--- config.mk ---
export PLATFORM = sky130hd
export DESIGN_NAME = ps2_host_tx_flat
export DESIGN_NICKNAME = d
export VERILOG_FILES = /design/src/rtl/ps2_pkg.sv /design/src/rtl/ps2_host_tx_if.sv /design/src/rtl/ps2_edge_filter.sv /design/src/rtl/ps2_host_tx.sv /design/src/flat_wrapper.sv
export SDC_FILE = /design/constraint.sdc
export NUM_CORES = 1
export LEC_CHECK = 0
export BUFFER_PORTS_ARGS = -buffer_cell sky130_fd_sc_hd__buf_2
export CAP_MARGIN = 20
export CORE_UTILIZATION = 48
export CTS_CLUSTER_SIZE = 24
export DETAILED_ROUTE_END_ITERATION = 16
export HOLD_SLACK_MARGIN = 0.1
export MAX_ROUTING_LAYER = met4
export PLACE_DENSITY = 0.66
export SETUP_SLACK_MARGIN = 0.02
export SYNTH_ARGS = -nofsm -noshare
export SYNTH_HDL_FRONTEND = slang
export SYNTH_HIERARCHICAL = 1
export SYNTH_SLANG_ARGS = --single-unit
--- constraint.sdc ---
create_clock -name clk -period 4.85 [get_ports clk]
set_input_delay 0.485 -clock clk [delete_from_list [all_inputs] [get_ports clk]]
set_output_delay 0.485 -clock clk [all_outputs]
set_load 0.02 [all_outputs]
--- src/rtl/ps2_pkg.sv ---
// rtl/ps2_pkg.sv - shared PS/2 state, error-code and keyboard command definitions
package ps2_pkg;

  typedef enum logic [2:0] {
    IDLE      = 3'd0,
    INHIBIT   = 3'd1,
    START     = 3'd2,
    SEND      = 3'd3,
    ACK       = 3'd4,
    WAIT_IDLE = 3'd5
  } ps2_state_e;

  typedef enum logic [1:0] {
    ERR_NONE    = 2'b00,
    ERR_TIMEOUT = 2'b01,
    ERR_NOACK   = 2'b10
  } ps2_err_e;

  localparam logic [7:0] CMD_SET_LEDS = 8'hED;
  localparam logic [7:0] CMD_RESET    = 8'hFF;
  localparam logic [7:0] CMD_ENABLE   = 8'hF4;

  function automatic logic odd_parity(input logic [7:0] data);
    return ~^data;
  endfunction

endpackage

--- src/rtl/ps2_host_tx_if.sv ---
// rtl/ps2_host_tx_if.sv - command byte request/response bundle for the PS/2 host transmitter
interface ps2_host_tx_if;

  logic [7:0] tx_data;
  logic       tx_valid;
  logic       tx_ready;
  logic       tx_done;
  logic       tx_error;
  logic [1:0] tx_err_code;

  modport master (
    output tx_data, tx_valid,
    input  tx_ready, tx_done, tx_error, tx_err_code
  );

  modport slave (
    input  tx_data, tx_valid,
    output tx_ready, tx_done, tx_error, tx_err_code
  );

endinterface

--- src/rtl/ps2_edge_filter.sv ---
// rtl/ps2_edge_filter.sv - PS/2 clock synchronizer, glitch filter and falling-edge strobe
module ps2_edge_filter #(
  parameter int FILTER_LEN = 8
) (
  input  logic clk,
  input  logic reset,
  input  logic raw,
  output logic level,
  output logic fall
);

  localparam int CW = $clog2(FILTER_LEN + 1);

  logic [1:0]    sync_q;
  logic [CW-1:0] run;

  // level only flips after FILTER_LEN consecutive samples disagree with it
  always_ff @(posedge clk or negedge reset) begin
    if (!reset) begin
      sync_q <= 2'b11;
      level  <= 1'b1;
      run    <= '0;
      fall   <= 1'b0;
    end else begin
      sync_q <= {sync_q[0], raw};
      fall   <= 1'b0;
      if (sync_q[1] == level) begin
        run <= '0;
      end else if (run == CW'(FILTER_LEN - 1)) begin
        level <= sync_q[1];
        run   <= '0;
        fall  <= level;
      end else begin
        run <= run + CW'(1);
      end
    end
  end

endmodule

--- src/rtl/ps2_host_tx.sv ---
// rtl/ps2_host_tx.sv - host-to-device PS/2 byte transmitter driving open-drain clk/data enables
module ps2_host_tx
  import ps2_pkg::*;
#(
  parameter int INHIBIT_CYCLES     = 10000,
  parameter int FIRST_EDGE_TIMEOUT = 1500000,
  parameter int BIT_TIMEOUT        = 200000,
  parameter int FILTER_LEN         = 8
) (
  input  logic         clk,
  input  logic         reset,
  ps2_host_tx_if.slave tx,
  output logic         rx_inhibit,
  input  logic         ps2_clk_in,
  input  logic         ps2_data_in,
  output logic         ps2_clk_oe,
  output logic         ps2_data_oe
);

  localparam int MAX_A = (INHIBIT_CYCLES > FIRST_EDGE_TIMEOUT) ? INHIBIT_CYCLES : FIRST_EDGE_TIMEOUT;
  localparam int MAX_T = (MAX_A > BIT_TIMEOUT) ? MAX_A : BIT_TIMEOUT;
  localparam int CW    = (MAX_T > 1) ? $clog2(MAX_T) : 1;

  localparam logic [2:0] ST_IDLE      = IDLE;
  localparam logic [2:0] ST_INHIBIT   = INHIBIT;
  localparam logic [2:0] ST_START     = START;
  localparam logic [2:0] ST_SEND      = SEND;
  localparam logic [2:0] ST_ACK       = ACK;
  localparam logic [2:0] ST_WAIT_IDLE = WAIT_IDLE;

  logic [2:0]    state;
  logic [CW-1:0] cnt;
  logic [9:0]    frame;
  logic [3:0]    edges;
  logic          data_q;
  logic          done_q;
  logic          error_q;
  logic [1:0]    err_code;
  logic [1:0]    data_sync_q;
  logic          clk_level;
  logic          clk_fall;
  logic          data_sync;
  logic          inhibit_last;
  logic          expired;

  ps2_edge_filter #(.FILTER_LEN(FILTER_LEN)) u_clk_filter (
    .clk   (clk),
    .reset (reset),
    .raw   (ps2_clk_in),
    .level (clk_level),
    .fall  (clk_fall)
  );

  always_ff @(posedge clk or negedge reset) begin
    if (!reset) data_sync_q <= 2'b11;
    else        data_sync_q <= {data_sync_q[0], ps2_data_in};
  end
  assign data_sync = data_sync_q[1];

  assign inhibit_last = (state == ST_INHIBIT) && (cnt == CW'(INHIBIT_CYCLES - 1));
  assign expired      = (state == ST_START) ? (cnt == CW'(FIRST_EDGE_TIMEOUT - 1))
                                            : (cnt == CW'(BIT_TIMEOUT - 1));

  // start bit goes onto the bus during the last inhibit cycle, before the clock is released
  assign ps2_clk_oe     = (state == ST_INHIBIT);
  assign ps2_data_oe    = data_q | inhibit_last;
  assign rx_inhibit     = (state != ST_IDLE);
  assign tx.tx_ready    = (state == ST_IDLE);
  assign tx.tx_done     = done_q;
  assign tx.tx_error    = error_q;
  assign tx.tx_err_code = err_code;

  always_ff @(posedge clk or negedge reset) begin
    if (!reset) begin
      state    <= ST_IDLE;
      cnt      <= '0;
      frame    <= '0;
      edges    <= '0;
      data_q   <= 1'b0;
      done_q   <= 1'b0;
      error_q  <= 1'b0;
      err_code <= ERR_NONE;
    end else begin
      done_q  <= 1'b0;
      error_q <= 1'b0;
      case (state)
        ST_IDLE: begin
          if (tx.tx_valid) begin
            frame    <= {1'b1, odd_parity(tx.tx_data), tx.tx_data};
            err_code <= ERR_NONE;
            cnt      <= '0;
            state    <= ST_INHIBIT;
          end
        end
        ST_INHIBIT: begin
          if (inhibit_last) begin
            data_q <= 1'b1;
            cnt    <= '0;
            edges  <= '0;
            state  <= ST_START;
          end else begin
            cnt <= cnt + CW'(1);
          end
        end
        ST_START, ST_SEND: begin
          // frame shifts out D0..D7, parity, stop; an edge beats a coincident timeout
          if (clk_fall) begin
            data_q <= ~frame[0];
            frame  <= {1'b0, frame[9:1]};
            edges  <= edges + 4'd1;
            cnt    <= '0;
            state  <= (edges == 4'd9) ? ST_ACK : ST_SEND;
          end else if (expired) begin
            data_q   <= 1'b0;
            error_q  <= 1'b1;
            err_code <= ERR_TIMEOUT;
            state    <= ST_IDLE;
          end else begin
            cnt <= cnt + CW'(1);
          end
        end
        ST_ACK: begin
          if (clk_fall) begin
            cnt <= '0;
            if (!data_sync) begin
              state <= ST_WAIT_IDLE;
            end else begin
              error_q  <= 1'b1;
              err_code <= ERR_NOACK;
              state    <= ST_IDLE;
            end
          end else if (expired) begin
            error_q  <= 1'b1;
            err_code <= ERR_TIMEOUT;
            state    <= ST_IDLE;
          end else begin
            cnt <= cnt + CW'(1);
          end
        end
        ST_WAIT_IDLE: begin
          if (clk_level && data_sync) begin
            done_q <= 1'b1;
            state  <= ST_IDLE;
          end else if (expired) begin
            error_q  <= 1'b1;
            err_code <= ERR_TIMEOUT;
            state    <= ST_IDLE;
          end else begin
            cnt <= cnt + CW'(1);
          end
        end
        default: begin
          data_q <= 1'b0;
          state  <= ST_IDLE;
        end
      endcase
    end
  end

endmodule
--- src/flat_wrapper.sv ---
// flat-port wrapper written by rule: the top's interface ports become plain ports
module ps2_host_tx_flat import ps2_pkg::*;
#(
  parameter int INHIBIT_CYCLES     = 10000,
  parameter int FIRST_EDGE_TIMEOUT = 1500000,
  parameter int BIT_TIMEOUT        = 200000,
  parameter int FILTER_LEN         = 8
)
  (clk, reset, rx_inhibit, ps2_clk_in, ps2_data_in, ps2_clk_oe, ps2_data_oe, tx_tx_data, tx_tx_valid, tx_tx_ready, tx_tx_done, tx_tx_error, tx_tx_err_code);
  ps2_host_tx_if tx_i ();
  input  logic clk;
  input  logic reset;
  output logic rx_inhibit;
  input  logic ps2_clk_in;
  input  logic ps2_data_in;
  output logic ps2_clk_oe;
  output logic ps2_data_oe;
  input wire logic [$bits(tx_i.tx_data)-1:0] tx_tx_data;
  input wire logic [$bits(tx_i.tx_valid)-1:0] tx_tx_valid;
  output wire logic [$bits(tx_i.tx_ready)-1:0] tx_tx_ready;
  output wire logic [$bits(tx_i.tx_done)-1:0] tx_tx_done;
  output wire logic [$bits(tx_i.tx_error)-1:0] tx_tx_error;
  output wire logic [$bits(tx_i.tx_err_code)-1:0] tx_tx_err_code;
  assign tx_i.tx_data = tx_tx_data;
  assign tx_i.tx_valid = tx_tx_valid;
  assign tx_tx_ready = tx_i.tx_ready;
  assign tx_tx_done = tx_i.tx_done;
  assign tx_tx_error = tx_i.tx_error;
  assign tx_tx_err_code = tx_i.tx_err_code;
  ps2_host_tx #(.INHIBIT_CYCLES(INHIBIT_CYCLES), .FIRST_EDGE_TIMEOUT(FIRST_EDGE_TIMEOUT), .BIT_TIMEOUT(BIT_TIMEOUT), .FILTER_LEN(FILTER_LEN)) u_core (.clk(clk), .reset(reset), .tx(tx_i), .rx_inhibit(rx_inhibit), .ps2_clk_in(ps2_clk_in), .ps2_data_in(ps2_data_in), .ps2_clk_oe(ps2_clk_oe), .ps2_data_oe(ps2_data_oe));
endmodule
==> results of run 1 <==
layer usage:
layer  up-vias  wire [um]
li1       1223          -
met1      1204       3140
met2        87       3020
met3        10        341
met4         0         68
met5         -          0
power groups by stage:
stage | logic (mW) | registers [mW] | clock network [mW]
6_report | 0.0714 | 0.484 | 0.291
5_1_grt | 0.0816 | 0.486 | 0.321
4_1_cts | 0.0730 | 0.484 | 0.304
3_5_place_dp | 0.0720 | 0.492 | 0
3_3_place_gp | 0.0707 | 0.491 | 0
2_1_floorplan | 0.0485 | 0.486 | 0
path summary, 6_finish.rpt:
kind,cells past startpoint,end,from
worst max-delay path,7,u_core/cnt[20],u_core/state[2]
worst min-delay path,1,u_core/u_clk_filter/sync_q[0],ps2_clk_in
worst max register to register,7,u_core/cnt[20],u_core/state[2]
worst min register to register,0,u_core/data_sync_q[1],u_core/data_sync_q[0]
max in group asynchronous,2,u_core/frame[1],reset
min in group asynchronous,2,u_core/cnt[14],reset
state kept, by name (all words and copies together), names as in the netlist, 2 cells and up:
| register | cells |
|---|---|
| u_core/frame | 10 |
| u_core/cnt | 21 |
| u_core/u_clk_filter/sync_q | 2 |
| u_core/data_sync_q | 2 |
| u_core/tx.tx_err_code | 2 |
| u_core/edges | 4 |
| u_core/state | 3 |
| u_core/u_clk_filter/run | 4 |
layout by cell type, fill, tap and decap left out, types with 6 or more instances in the layout:
| cell type | instances |
|---|---|
| dfrtp_1 | 48 |
| nand2_1 | 41 |
| nor2_1 | 32 |
| a21oi_1 | 22 |
| o21ai_0 | 21 |
| buf_2 | 20 |
| nand3_1 | 14 |
| a31oi_1 | 13 |
| xnor2_1 | 9 |
| inv_1 | 6 |
| and3_1 | 6 |
| nor2b_1 | 6 |
| nor4_1 | 6 |
| nand4_1 | 6 |
layout make-up:
cell class                 instances  area share
clock inverter                     2      0.0109
tap                               75      0.0293
multi-input combinational        251       0.473
inverter                           6     0.00703
sequential                        53       0.416
clock buffer                       6      0.0227
timing repair buffer              24      0.0406
stage by stage:
step	hold slack (ns)	total power [mW]	cell area [um2]	setup WS (ns)
after global routing	0.248	0.889	3200	1.79
final	0.272	0.846	3200	1.98
after floorplan	0.189	0.534	2950	2.31
after CTS	0.260	0.861	3200	2.04
after global placement	0.346	0.561	3090	2.10
after detailed placement	0.350	0.564	3090	2.04
critical path: cells and delay by family, from the launching register on:
kind                   cells  cell delay [ns]
buffers and inverters      1             0.23
and+or+nand+nor            2             0.89
AOI/OAI and AO/OA          4             1.11
DFF                        1             0.53
logic make-up (layout without fill, tap and decap cells):
kind of cell,after synthesis,after routing,synth area share
compound gates,89,89,0.196
xor+xnor,13,13,0.0386
fa+ha+maj,4,4,0.0170
buf+inv,23,38,0.0348
flops,53,53,0.452
mux,5,5,0.0191
simple gates,140,140,0.243
==> results.tsv, run 1 <==
metric	value	unit
ranking of synthesized cells by area	dfrtp_1 (41%), nand2_1 (5.2%), dfstp_2 (4.5%)	
combinational share of power	0.084	
clock tree from TritonCTS	done	
most area-hungry cell type in the Yosys netlist	dfrtp_1	
number of filler cells placed in the layout	541	
wire length of the first global-routing pass	10.6	mm
via count	2524	
Fin Clk Skew	0.00968	ns
delay of the slowest cell on the worst path	0.60	ns
post-route non-filler standard cell count	417	
cell-by-cell listing of the critical path	nand2b_1, o41a_1, nor4_4, o21ai_0, buf_4, a21o_2, a22o_1	
count of maximum capacitance violations	0	
outcome	completed	
area of the mapped netlist	0.00295	mm2
Synth top area share	0.407	
Worst Path Class, Setup	reg -> reg	
growth of design area from synthesis to finish	8.52	%
clock share of power	0.344	
Worst slew margin	0.345	
switching part of the total power	0.229	
startpoint types	flip-flop	
total iterations of the first detailed-routing run	5	
Seq pwr share	0.572	
# nets final	358	
RSZ-0062 raised after global routing	no	
initial detailed-routing violation count	263	
GRT Resource Usage Total	0.218	
Detail Placement HPWL	4.68	mm
Power Density	264	mW/mm2
number of instances in the synthesized netlist	327	
total inserted antenna cells	0	
data arrival time of the critical path	3.06	ns
post-CTS setup-driven buffer insertion count	0	
Synth Register Bits	53	
H-tree Lvls	2	
number of synthesized flops with an enable pin	0	
area of the core	0.00592	mm2
total area of multi-input combinational cells	0.00152	mm2
global route total overflow	0	
number of global-route vias before repair	2246	
starting utilization of the core area	0.498	
Root Buffer	clkbuf_8	
warnings from Yosys	6	
Clock Latency Late Sink	0.30	ns
met2 track demand over resource	0.338	
most common cell in the netlist	dfrtp_1	
static leakage power	1.31	nW
most common library cells after synthesis	dfrtp_1 (48), nand2_1 (41), nor2_1 (32)	
antenna violation net count after detailed routing	0	
leading register cell type out of synthesis	dfrtp_1	
slowest stage cell, crit path	o41a_1	
fraction of final layout cells sized beyond drive strength 1	0.137	
CTS sink cnt	53	
met1 GRT Util	0.298	
minimum clock period after layout	2.87	ns
cell total after placement	409	
power dissipated by switching net loads	193	uW
final wirelength	6.57	mm
internal power	652	uW
Unique masters post-synth	57	
M3 GR Usage	0.0364	
number of cell rows	28	
share of async-settable or async-resettable flops after synthesis	1.00	
fraction of the yosys area taken by sequential cells	0.452	
Worst Hold Class	in -> reg	
Die X-Extent	80.4	um
floorplan die area	0.00646	mm2
number of port buffers	20	
total nets after synthesis	344	
CTS Hold Buffers Added	0	
average wire length per cell after detail routing	15.7	um
die outline height	80.4	um
number of max-slew violations in the final report	0	
clock input transition at the sequential cells of the worst setup and hold paths	0.09	ns
slack of the worst reg-to-reg path	1.98	ns
Final Core Density	0.541	
detail-routed via count per cell	6.05	
number of antenna violations at the first check in global routing	0	
required time worst endpoint	5.05	ns
worst IR drop on VDD	0.192	mV
largest net degree at the start of global routing	54	
CTS buffer count	5	
GRT busiest layer	met2	
top-level I/O count	21	
weighted congestion at the end of routability-driven global placement	0.890	
Resize count post-CTS	0	
maximum buffer depth of the clock tree	2	
final routed DRC violation total	0	
post-route clock period utilization	0.591	
peak clock frequency supported by timing	349	MHz
Critical Path Sink Type	flip-flop	
maximum fanout along the worst path	15	
setup TNS	0	ns
Avg Cell Area, Syn	9.02	um2
final setup violating endpoints	0	
final number of hold-violating endpoints	0	
slew at the pin closest to its max-slew limit	0.980	ns
area used by sequential logic in the layout	0.00133	mm2
Note: power is estimated with default switching activity, not from simulation.
==> run 2, diff against run 1 <==
--- a/config.mk
+++ b/config.mk
@@ -12,7 +12,7 @@
 export DETAILED_ROUTE_END_ITERATION = 16
 export HOLD_SLACK_MARGIN = 0.1
 export MAX_ROUTING_LAYER = met4
-export PLACE_DENSITY = 0.66
+export PLACE_DENSITY = 0.68
 export SETUP_SLACK_MARGIN = 0.02
 export SYNTH_ARGS = -nofsm -noshare
 export SYNTH_HDL_FRONTEND = slang
==> constraint.sdc (replaced) <==
create_clock -name clk -period 2.4 [get_ports clk]
set_input_delay 0.24 -clock clk [delete_from_list [all_inputs] [get_ports clk]]
set_output_delay 0.24 -clock clk [all_outputs]
set_load 0.02 [all_outputs]
==> run 2 against run 1 <==
The run now ends with negative setup slack left. Combinational power grew 110%. Largest power group unchanged. Global-route usage grew 1.8 points. Setup slack lost 2.1 ns. Sequential power grew 100%.
==> results.tsv, run 2 (synthesis results as in run 1) <==
metric	value	unit
most frequent standard cell in the layout excluding fill and tap cells	dfrtp_1	
global route total overflow	0	
Fin Clk Skew	0.00881	ns
number of global-route vias before repair	2339	
most used cells in the layout excluding fill and tap cells	dfrtp_1 (48), nand2_1 (41), nor2_1 (32), buf_4 (30), buf_2 (20)	
count of maximum capacitance violations	0	
Largest Register	u_core/cnt	
flip-flop count of the largest register after layout	21	
total iterations of the first detailed-routing run	5	
largest registers	u_core/cnt x21, u_core/frame x10	
wire length of the first global-routing pass	11.3	mm
number of stages on the worst hold path	3	
via count	2707	
initial detailed-routing violation count	354	
Worst Path Class, Setup	reg -> reg	
fraction of final layout cells sized beyond drive strength 1	0.248	
worst flop-to-flop path startpoint	u_core/cnt[10]	
data arrival time of the critical path	2.77	ns
final number of hold-violating endpoints	0	
Detail Placement HPWL	5.17	mm
H-tree Lvls	2	
number of port buffers	20	
cell total after placement	434	
Critical Path Sink Type	flip-flop	
starting utilization of the core area	0.498	
growth of design area from synthesis to finish	21.1	%
die outline height	80.4	um
average wire length per cell after detail routing	16.4	um
outcome	complete, but fails checks	
area of the core	0.00592	mm2
final worst setup slack	-0.108	ns
Root Buffer	clkbuf_8	
slack of the worst reg-to-reg path	-0.11	ns
post-route clock period utilization	1.04	
final routed DRC violation total	0	
number of filler cells placed in the layout	507	
number of max-slew violations in the final report	0	
Worst Hold Class	in -> reg	
top-level I/O count	21	
required time worst endpoint	2.66	ns
CTS sink cnt	53	
slew at the pin closest to its max-slew limit	0.792	ns
worst min-delay path endpoint	u_core/frame[3]	
Final Core Density	0.604	
Die X-Extent	80.4	um
CP top delay family	simple AND/OR/NAND/NOR gates	
critical path launch point	u_core/cnt[10]	
clock tree from TritonCTS	done	
detail-routed via count per cell	6.02	
R2R depth	6	
slowest stage cell, crit path	or4b_4	
CTS buffer count	5	
post-route non-filler standard cell count	450	
# nets final	391	
antenna violation net count after detailed routing	0	
clock input transition at the sequential cells of the worst setup and hold paths	0.11	ns
count of buffer and inverter cells on the critical path	0	
startpoint types	flip-flop	
delay of the slowest cell on the worst path	0.54	ns
Power Density	472	mW/mm2
worst slack at placement	-0.0275	ns
number of cell rows	28	
end of the worst register-to-register path	u_core/cnt[20]	
maximum buffer depth of the clock tree	2	
worst IR drop on VDD	0.422	mV
cell-by-cell listing of the critical path	or4b_4, o41a_1, or4_4, o21ai_4, a21o_2, a22o_1	
static leakage power	1.49	nW
GRT Resource Usage Total	0.236	
number of antenna violations at the first check in global routing	0	
weighted congestion at the end of routability-driven global placement	0.899	
floorplan die area	0.00646	mm2
maximum fanout along the worst path	7	
peak clock frequency supported by timing	399	MHz
final setup violating endpoints	18	
minimum clock period after layout	2.51	ns
Clock Latency Late Sink	0.32	ns
total inserted antenna cells	0	
Worst slew margin	0.470	
violations in the final reports	negative setup slack	
RSZ-0062 raised after global routing	yes	
final wirelength	7.40	mm
critical hold path startpoint	tx_tx_data[3]	
largest net degree at the start of global routing	30	
## run 2: changes by cell type in the layout (fill, tap and decap cells not counted), moves of 2 or more
cell,before,now
inv_6,0,2
o21ai_0,21,16
buf_4,4,30
a21oi_1,22,19
dlygate4sd3_1,0,3
a21oi_2,0,2
o21ai_2,0,4
buf_6,0,3
## run 2: through the flow
step | setup TNS, ns | hold slack, ns | instance area [um2] | power (mW)
2_1_floorplan | 0 | -0.0556 | 2960 | 1.08
3_3_place_gp | 0 | 0.273 | 3300 | 1.13
3_5_place_dp | -0.0456 | 0.280 | 3300 | 1.14
4_1_cts | 0 | 0.170 | 3460 | 1.71
5_1_grt | -2.27 | 0.180 | 3570 | 1.76
6_report | -1.00 | 0.174 | 3570 | 1.69
## run 2: repair_timing
| action | in CTS | in global routing |
|---|---|---|
| buffers inserted | 2 | 3 |
| hold endpoints to repair | 26 | 0 |
| resized for setup | 3 | 22 |
| pin swaps | 2 | 12 |
| endpoints found under the setup margin | 7 | 21 |
| hold buffers | 3 | 0 |
## run 2: worst max-delay path by stage
stage / endpoint / slack, ns / cells past startpoint
after floorplan: u_core/cnt[20] / 0.02 / 8
after global placement: u_core/cnt[12] / 0.01 / 6
after detailed placement: u_core/cnt[12] / -0.03 / 6
after CTS: u_core/cnt[20] / 0.005 / 6
after global routing: u_core/cnt[16] / -0.17 / 6
final: u_core/cnt[20] / -0.11 / 6
## run 2: tightest hold or removal path: cells and delay by family
family,cells,cell delay (ns)
simple gates,1,0.05
compound gates,1,0.07
buf+inv,1,0.11
## run 2: power by group
| group | leakage (nW) | switching [mW] | internal [mW] | total (mW) |
|---|---|---|---|---|
| sequential | 0.583 | 0.0381 | 0.938 | 0.976 |
| clock | 0.0511 | 0.338 | 0.221 | 0.559 |
| combinational | 0.858 | 0.0747 | 0.0765 | 0.151 |
## run 2: cell type report
cell class / count / area (um2) / area share
multi-input combinational: 251 / 1620 / 0.453
sequential: 53 / 1330 / 0.373
timing repair buffer: 57 / 409 / 0.114
tap: 75 / 93.8 / 0.0263
clock buffer: 5 / 68.8 / 0.0193
clock inverter: 3 / 28.8 / 0.00805
inverter: 6 / 22.5 / 0.00630
## run 2: layer usage
layer  global-route usage  part of all wire
met1                0.327              0.45
met2                0.338              0.45
met3               0.0432             0.073
met4               0.0982             0.028
met5                    -                 0
==> run 3, diff against run 2 <==
==> constraint.sdc (replaced) <==
create_clock -name clk -period 2.2 [get_ports clk]
set_input_delay 0.22 -clock clk [delete_from_list [all_inputs] [get_ports clk]]
set_output_delay 0.22 -clock clk [all_outputs]
set_load 0.02 [all_outputs]
==> run 3 against run 2 <==
The flow still finishes with violations (negative setup slack). Core utilization grew 5.0 points. Largest power group unchanged. Non-clock buffer count increased by 21. Clock power up 22%. Highest routed layer unchanged. Via count grew 4.2%. Critical endpoint is now u_core/cnt[12].
==> results.tsv, run 3 (synthesis results as in run 1) <==
metric	value	unit
area of the core	0.00592	mm2
total inserted antenna cells	0	
number of cell rows	28	
final number of hold-violating endpoints	0	
CTS sink cnt	53	
Detail Placement HPWL	5.15	mm
Critical Path Sink Type	flip-flop	
H-tree Lvls	2	
peak clock frequency supported by timing	421	MHz
CP top delay family	simple AND/OR/NAND/NOR gates	
count of buffer and inverter cells on the critical path	0	
floorplan die area	0.00646	mm2
maximum buffer depth of the clock tree	2	
clock input transition at the sequential cells of the worst setup and hold paths	0.10	ns
RSZ-0062 raised after global routing	yes	
total area of multi-input combinational cells	0.00173	mm2
global route total overflow	0	
post-route total power	1.91	mW
cell total after placement	449	
Worst Hold Class	in -> reg	
Largest Register	u_core/cnt	
worst IR drop on VDD	0.368	mV
Worst Path Class, Setup	reg -> reg	
weighted congestion at the end of routability-driven global placement	0.904	
average wire length per cell after detail routing	16.7	um
startpoint types	flip-flop	
Fin Clk Skew	0.00546	ns
fraction of final layout cells sized beyond drive strength 1	0.322	
CTS buffer count	5	
most used cells in the layout excluding fill and tap cells	buf_4 (47), dfrtp_1 (47), nand2_1 (41), nor2_1 (30), buf_2 (19)	
detail-routed via count per cell	5.97	
post-route clock period utilization	1.08	
total iterations of the first detailed-routing run	5	
slew at the pin closest to its max-slew limit	0.678	ns
number of global-route vias before repair	2495	
number of port buffers	20	
flip-flop count of the largest register after layout	21	
wire length of the first global-routing pass	12.0	mm
Root Buffer	clkbuf_8	
Power Density	492	mW/mm2
minimum clock period after layout	2.38	ns
largest registers	u_core/cnt x21, u_core/frame x10	
Die X-Extent	80.4	um
Worst slew margin	0.548	
GRT Resource Usage Total	0.250	
Clock Latency Late Sink	0.31	ns
required time worst endpoint	2.45	ns
Final Core Density	0.654	
final wirelength	7.88	mm
cell-by-cell listing of the critical path	or4b_4, o41a_1, or4_4, o21ai_4, o22ai_1, nor2_1	
data arrival time of the critical path	2.62	ns
number of max-slew violations in the final report	0	
starting utilization of the core area	0.498	
via count	2820	
static leakage power	1.63	nW
top-level I/O count	21	
outcome	complete, but fails checks	
violations in the final reports	negative setup slack	
clock tree from TritonCTS	done	
final routed DRC violation total	0	
WHS	0.167	ns
# nets final	413	
number of filler cells placed in the layout	492	
post-route non-filler standard cell count	472	
antenna violation net count after detailed routing	0	
final setup violating endpoints	25	
maximum fanout along the worst path	7	
die outline height	80.4	um
worst slack at placement	-0.217	ns
number of antenna violations at the first check in global routing	0	
final worst setup slack	-0.175	ns
count of maximum capacitance violations	0	
largest net degree at the start of global routing	54	
delay of the slowest cell on the worst path	0.53	ns
initial detailed-routing violation count	311	
area used by sequential logic in the layout	0.00133	mm2
slowest stage cell, crit path	or4b_4	
growth of design area from synthesis to finish	31.2	%
run 3: routing by layer:
layer	vias to the layer above	track usage	wire (um)
met5	-	-	0
met4	0	0.0857	206
met3	26	0.0466	429
met2	103	0.359	3570
met1	1363	0.353	3670
li1	1328	-	-
run 3: through the flow:
step | instance area (um2) | TNS (ns)
2_1_floorplan | 2960 | -2.02
3_3_place_gp | 3410 | -1.72
3_5_place_dp | 3410 | -2.85
4_1_cts | 3630 | -2.09
5_1_grt | 3870 | -4.84
6_report | 3870 | -2.15
run 3: area by class of cell:
class,instances,area share
clock inverter,2,0.0100
tap,75,0.0242
clock buffer,6,0.0187
timing repair buffer,78,0.150
inverter,6,0.00582
multi-input combinational,252,0.447
sequential,53,0.345
run 3: report_power, final:
| part | total, mW | switching, mW | internal, mW |
|---|---|---|---|
| clock network | 0.680 | 0.338 | 0.342 |
| registers | 1.06 | 0.0394 | 1.02 |
| logic | 0.163 | 0.0827 | 0.0804 |
run 3: timing repair:
item	4_1_cts	5_1_grt
cloned	1	0
gates resized for setup	10	45
hold endpoints to repair	50	0
setup endpoints to repair	26	30
pin swaps	7	15
setup buffers	5	8
hold buffers	3	0
run 3: final timing paths:
kind,start,to,slack (ns),cells after the start
min in group asynchronous,reset,u_core/cnt[6],0.53,3
min,tx_tx_data[0],u_core/frame[0],0.17,3
max,u_core/cnt[10],u_core/cnt[12],-0.18,6
max reg2reg,u_core/cnt[10],u_core/cnt[12],-0.18,6
max in group asynchronous,reset,u_core/cnt[2],1.19,3
min reg2reg,u_core/u_clk_filter/sync_q[0],u_core/u_clk_filter/sync_q[1],0.36,0
run 3: worst register-to-register path: stages (launching register included):
cell and delay, ns:
dfrtp_1 0.39, or4b_4 0.53, o41a_1 0.38, or4_4 0.49, o21ai_4 0.27, o22ai_1 0.13
nor2_1 0.12
